[src/rtl/score_keeper.sv]
`default_nettype none
// +------------------------------------------------------------------+
// | score_keeper : two-player score, serve and win tracker with a    |
// |                post-point respawn cooldown.   Rev 1.0            |
// +------------------------------------------------------------------+
module score_keeper #(
  parameter int SCORE_W    = 4,
  parameter int WIN_SCORE  = 10,
  parameter int WIN_BY_TWO = 1,
  parameter int SERVE_ALT  = 2,
  parameter int COOLDOWN   = 8
) (
  input  logic               clk,
  input  logic               reset_n,
  input  logic               new_game,
  input  logic               first_serve_right,
  input  logic               miss_left,
  input  logic               miss_right,
  output logic [SCORE_W-1:0] score_left,
  output logic [SCORE_W-1:0] score_right,
  output logic               serve_right,
  output logic               point_pulse,
  output logic               deuce,
  output logic               game_over,
  output logic               winner_right
);

  localparam int CW  = (COOLDOWN > 1) ? $clog2(COOLDOWN) : 1;
  localparam int SCW = (SERVE_ALT > 1) ? $clog2(SERVE_ALT) : 1;
  localparam logic [SCORE_W-1:0] S_MAX   = '1;
  localparam logic [SCORE_W-1:0] WIN_V   = SCORE_W'(WIN_SCORE);
  localparam logic [SCORE_W-1:0] DEUCE_V = SCORE_W'(WIN_SCORE - 1);
  localparam logic [SCORE_W-1:0] MARGIN  = (WIN_BY_TWO != 0) ? SCORE_W'(2) : SCORE_W'(1);

  typedef enum logic [1:0] {
    S_IDLE = 2'd0,
    S_PLAY = 2'd1,
    S_COOL = 2'd2,
    S_OVER = 2'd3
  } state_t;

  state_t             state_q;
  logic [SCORE_W-1:0] score_l_q, score_r_q;
  logic [SCORE_W-1:0] score_l_d, score_r_d;
  logic [CW-1:0]      cool_q;
  logic [SCW-1:0]     srv_cnt_q, srv_cnt_d;
  logic               serve_q, serve_d;
  logic               pulse_q, deuce_q, deuce_d, over_q, winner_q;
  logic               prev_l_q, prev_r_q;
  logic               edge_l, edge_r, win_d, winner_d;

  function automatic logic [SCORE_W-1:0] sat_inc(input logic [SCORE_W-1:0] v);
    return (v == S_MAX) ? v : v + 1'b1;
  endfunction

  assign edge_l = miss_left  & ~prev_l_q;
  assign edge_r = miss_right & ~prev_r_q;

  // Candidate result of a single scored point; only committed from PLAY.
  always_comb begin
    score_l_d = score_l_q;
    score_r_d = score_r_q;
    if (edge_r && !edge_l) score_l_d = sat_inc(score_l_q);
    if (edge_l && !edge_r) score_r_d = sat_inc(score_r_q);
    if ((WIN_BY_TWO != 0) && (score_l_d == score_r_d) && (score_l_d >= DEUCE_V)) begin
      score_l_d = DEUCE_V;
      score_r_d = DEUCE_V;
    end
    deuce_d  = (WIN_BY_TWO != 0) && (score_l_d == score_r_d) && (score_l_d == DEUCE_V);
    winner_d = score_r_d > score_l_d;
    win_d    = ((score_l_d >= WIN_V) && (score_l_d > score_r_d) && ((score_l_d - score_r_d) >= MARGIN)) ||
               ((score_r_d >= WIN_V) && (score_r_d > score_l_d) && ((score_r_d - score_l_d) >= MARGIN));
    serve_d   = serve_q;
    srv_cnt_d = srv_cnt_q;
    if (deuce_d) begin
      serve_d   = ~serve_q;
      srv_cnt_d = '0;
    end else if (srv_cnt_q == SCW'(SERVE_ALT - 1)) begin
      serve_d   = ~serve_q;
      srv_cnt_d = '0;
    end else begin
      srv_cnt_d = srv_cnt_q + 1'b1;
    end
  end

  always_ff @(posedge clk or negedge reset_n) begin
    if (!reset_n) begin
      state_q   <= S_IDLE;
      score_l_q <= '0;
      score_r_q <= '0;
      cool_q    <= '0;
      srv_cnt_q <= '0;
      serve_q   <= 1'b0;
      pulse_q   <= 1'b0;
      deuce_q   <= 1'b0;
      over_q    <= 1'b0;
      winner_q  <= 1'b0;
      prev_l_q  <= 1'b0;
      prev_r_q  <= 1'b0;
    end else begin
      prev_l_q <= miss_left;
      prev_r_q <= miss_right;
      pulse_q  <= 1'b0;
      if (new_game) begin
        state_q   <= S_PLAY;
        score_l_q <= '0;
        score_r_q <= '0;
        cool_q    <= '0;
        srv_cnt_q <= '0;
        serve_q   <= first_serve_right;
        deuce_q   <= 1'b0;
        over_q    <= 1'b0;
        winner_q  <= 1'b0;
        prev_l_q  <= 1'b0;
        prev_r_q  <= 1'b0;
      end else begin
        case (state_q)
          S_PLAY: begin
            if (edge_l || edge_r) begin
              cool_q  <= CW'(COOLDOWN - 1);
              state_q <= S_COOL;
              // Simultaneous misses are a let: respawn only, nothing scored.
              if (edge_l != edge_r) begin
                score_l_q <= score_l_d;
                score_r_q <= score_r_d;
                pulse_q   <= 1'b1;
                deuce_q   <= deuce_d;
                serve_q   <= serve_d;
                srv_cnt_q <= srv_cnt_d;
                if (win_d) begin
                  state_q  <= S_OVER;
                  over_q   <= 1'b1;
                  winner_q <= winner_d;
                end
              end
            end
          end
          S_COOL: begin
            if (cool_q == '0) state_q <= S_PLAY;
            else              cool_q  <= cool_q - 1'b1;
          end
          S_IDLE, S_OVER: ;
          default: state_q <= S_IDLE;
        endcase
      end
    end
  end

  assign score_left   = score_l_q;
  assign score_right  = score_r_q;
  assign serve_right  = serve_q;
  assign point_pulse  = pulse_q;
  assign deuce        = deuce_q;
  assign game_over    = over_q;
  assign winner_right = winner_q;

endmodule
`default_nettype wire

[config.mk]
export PLATFORM = sky130hd
export DESIGN_NAME = score_keeper
export DESIGN_NICKNAME = d
export VERILOG_FILES = /design/src/rtl/score_keeper.sv
export SDC_FILE = /design/constraint.sdc
export NUM_CORES = 1
export LEC_CHECK = 0
export ABC_AREA = 1
export CAP_MARGIN = 20
export CORE_ASPECT_RATIO = 2
export CORE_UTILIZATION = 35
export CTS_BUF_LIST = sky130_fd_sc_hd__clkbuf_4 sky130_fd_sc_hd__clkbuf_8 sky130_fd_sc_hd__clkbuf_16
export CTS_CLUSTER_DIAMETER = 120
export DETAILED_ROUTE_END_ITERATION = 10
export GPL_ROUTABILITY_DRIVEN = 1
export SLEW_MARGIN = 20
export SYNTH_ARGS = -nofsm -noshare
export SYNTH_HDL_FRONTEND = slang
export SYNTH_SLANG_ARGS = --single-unit
[constraint.sdc]
create_clock -name clk -period 5.5 [get_ports clk]
set_input_delay 1.65 -clock clk [delete_from_list [all_inputs] [get_ports clk]]
set_output_delay 1.65 -clock clk [all_outputs]
set_load 0.01 [all_outputs]
==> results by group <==
STA
  • Worst-Margin Slew: 0.491 ns
  • Total negative slack: 0 ns
  • Final setup violation count: 0
  • Final period demand of the worst path: 5.12 ns
  • Worst rel slew slack: 0.669
  • Fmax: 0.195 GHz
  • Final Hold Fails: 0
  • Min setup slack post-route: 0.379 ns
  • Fin crit share: 0.931
  • Post-Route Skew: 0.00153 ns
  • Final Max Tran Viols: 0
  • RSZ-0062 raised after global routing: no

Finish
  • Area delta synth->final: 16.9%
  • # fillers: 518
  • Number of diodes: 0
  • Share of layout cells above drive strength 1: 0.124
  • Post-layout util: 0.429
  • Non-filler cells, final: 313
  • Design area: 1990 µm²
  • Nets: 280

Placement
  • Post-DP HPWL: 3700 µm
  • Post-place setup slack: 0.118 ns
  • Post-detailed-placement cell area: 1950 µm²
  • Placed cell count: 309
  • Number of port buffers: 18
  • Routability Congestion: 0.889

Yosys
  • Number of synthesized flops with an enable pin: 0
  • Distinct cells, synth: 29
  • Top cells by area, synth: dfrtp_1, nand2_1, ha_1
  • #FFs+latches synth: 21
  • Post-synthesis sequential area ratio: 0.308
  • Synth warn: 0
  • Main combinational cell family by area after synthesis: simple AND/OR/NAND/NOR gates
  • Post-Syn Area: 1700 µm²
  • XOR/XNOR Fraction of Synth Area: 0.00514
  • Most common cell in the synthesized netlist: nand2_1
  • Post-synth top cells: nand2_1, inv_1, nor2_1
  • Post-synthesis adder-cell area fraction: 0.119
  • Cell taking the most area after synthesis: dfrtp_1
  • Simple-gate portion of the synthesized area: 0.358
  • Synth async-reset ratio: 1.00
  • Share of the synthesized area in the top cell type: 0.308
  • Synth Net Count: 258
  • Post-synthesis mux area share: 0
  • Ys flop type: dfrtp_1
  • Compound-Gate Fraction of Synth Area: 0.120
  • Mapped Cells: 237
  • Synthesized area per cell: 7.19 µm²

Hold path
  • Hold EP: game_over$_DFFE_PN0P_
  • Hold path startpoint: game_over$_DFFE_PN0P_
  • Hold Crit Class: reg2reg
  • Min-Delay Path Depth: 2

Global route
  • Initial antenna violation count: 0
  • First-pass GRT wire length: 7490 µm
  • Gr usage total: 0.197
  • Congestion Overflow GR: 0
  • Largest net degree at the start of global routing: 22
  • Vias in the first global route: 1668

Clock network
  • Sinks on Clock Net: 21
  • CTS Root Cell: clkbuf_8
  • Cts repair resizes: 0
  • Skew-Pair Late Insertion Delay: 0.26 ns
  • H-tree depth: 1
  • Worst-path clk slew: 0.07 ns
  • CTS buffer count: 3
  • CTS Hold Bufs: 0
  • CTS max path bufs: 2
  • CTS tree: built
  • # Post-CTS Setup Buffers: 0

Floorplan
  • Die height: 101 µm
  • Die X-Extent: 51.3 µm
  • Die ar.: 5170 µm²
  • Core ar.: 4640 µm²
  • Initial Util: 0.367
  • FP Rows: 35
  • I/O pin count: 19

Detailed routing
  • Final ANT Viol Nets: 0
  • WL/cell: 14.4 µm
  • DRC: 0
  • Via density: 5.13
  • First drt pass iteration count: 4
  • Initial drt markers: 31
  • Final WL: 4500 µm
  • Vias: 1607

Critical path
  • Worst setup path class: in2reg
  • Crit path max fanout: 6
  • CP max stage delay: 0.47 ns
  • Most numerous cell on the critical path: nand2_1
  • CP required: 5.66 ns
  • R2R Setup Slk: 1.89 ns
  • CP max stage cell: fa_1
  • Crit path capture type: flop
  • Critical path startpoint category: input port
  • Reg2reg end: winner_right$_DFFE_PN0P_
  • FF-to-FF path depth: 24
  • Worst R2R Start: prev_r_q$_DFF_PN0_
  • Crit path DAT: 5.28 ns

Outcome
  • Outcome: complete, no violations

Pwr
  • Worst VDD drop: 0.112 mV
  • Pwr dens: 245 nW/µm²
  • P_leak: 0.958 nW

Run
  • Max-capacitance violation count: 0
[critical path, delay by kind of cell]
kind / cells / cell delay [ns]
and+or+nand+nor: 17 / 1.56
adders and majority gates: 3 / 1.01
xor gates and xnor gates: 1 / 0.24
buffers and inverters: 5 / 0.80
[sequential cells by signal, summed over array words and instances, names as in the netlist, 2 cells and up]
register	flops
state_q	2
score_left	4
score_right	4
cool_q	3
[how the worst max path moves through the flow]
stage	from	end	slack, ns
6_report	miss_right	winner_right$_DFFE_PN0P_	0.38
5_1_grt	miss_right	winner_right$_DFFE_PN0P_	0.005
4_1_cts	miss_right	winner_right$_DFFE_PN0P_	0.37
3_5_place_dp	miss_right	winner_right$_DFFE_PN0P_	0.12
3_3_place_gp	miss_right	winner_right$_DFFE_PN0P_	0.14
2_1_floorplan	miss_right	winner_right$_DFFE_PN0P_	0.95
[report_power, final]
| group | leakage [nW] | internal (mW) | switching [mW] | total [mW] |
|---|---|---|---|---|
| Sequential | 0.277 | 0.180 | 0.0163 | 0.196 |
| Combinational | 0.655 | 0.0688 | 0.116 | 0.185 |
| Clock | 0.0262 | 0.0566 | 0.0495 | 0.106 |
| Total | 0.958 | 0.305 | 0.182 | 0.487 |
[per-layer routing]
metal	track usage	wire, µm	vias up	share of wire
met2	0.396	2540	38	0.57
met1	0.172	1590	749	0.35
met4	0.133	282	0	0.063
met5	0	0	-	0
met3	0.0121	81	20	0.018
li1	-	-	800	-
[per-stage QoR]
step / hold WS (ns) / power [mW]
floorplan: 0.453 / 0.327
global placement: 0.467 / 0.382
detailed placement: 0.469 / 0.385
CTS: 0.489 / 0.491
global route: 0.518 / 0.527
finish: 0.487 / 0.487
[cell usage in the layout (no fill, tap or decap), drive strengths merged]
cell / netlist / layout
nand3b: 4 / 4
xor2: 1 / 1
o32ai: 2 / 2
clkbuf: 0 / 4
nor2: 31 / 31
o21ai: 19 / 19
clkdlybuf4s50: 0 / 17
ha: 13 / 13
a31oi: 1 / 1
o21a: 2 / 2
buf: 1 / 1
clkinv: 1 / 1
nand4: 3 / 3
nand2: 66 / 66
fa: 2 / 2
inv: 38 / 38
nand3: 22 / 22
dfrtp: 21 / 21
o22ai: 4 / 4
a21oi: 6 / 6
[area by class of cell]
class,count,area (µm²),share of cell area
Clock buffer,4,48.8,0.0245
Inverter,39,149,0.0747
Multi-Input combinational cell,176,1020,0.514
Sequential cell,21,526,0.264
Timing Repair Buffer,18,175,0.0879
Tap cell,55,68.8,0.0345
[logic make-up (layout without fill, tap and decap cells)]
group                      Yosys count  in the layout
AOI/OAI and AO/OA                   34             34
adders and majority gates           15             15
and+or+nand+nor                    126            126
xor gates and xnor gates             1              1
buffers and inverters               40             61
DFF                                 21             21
(Power assumes the default switching activity.)
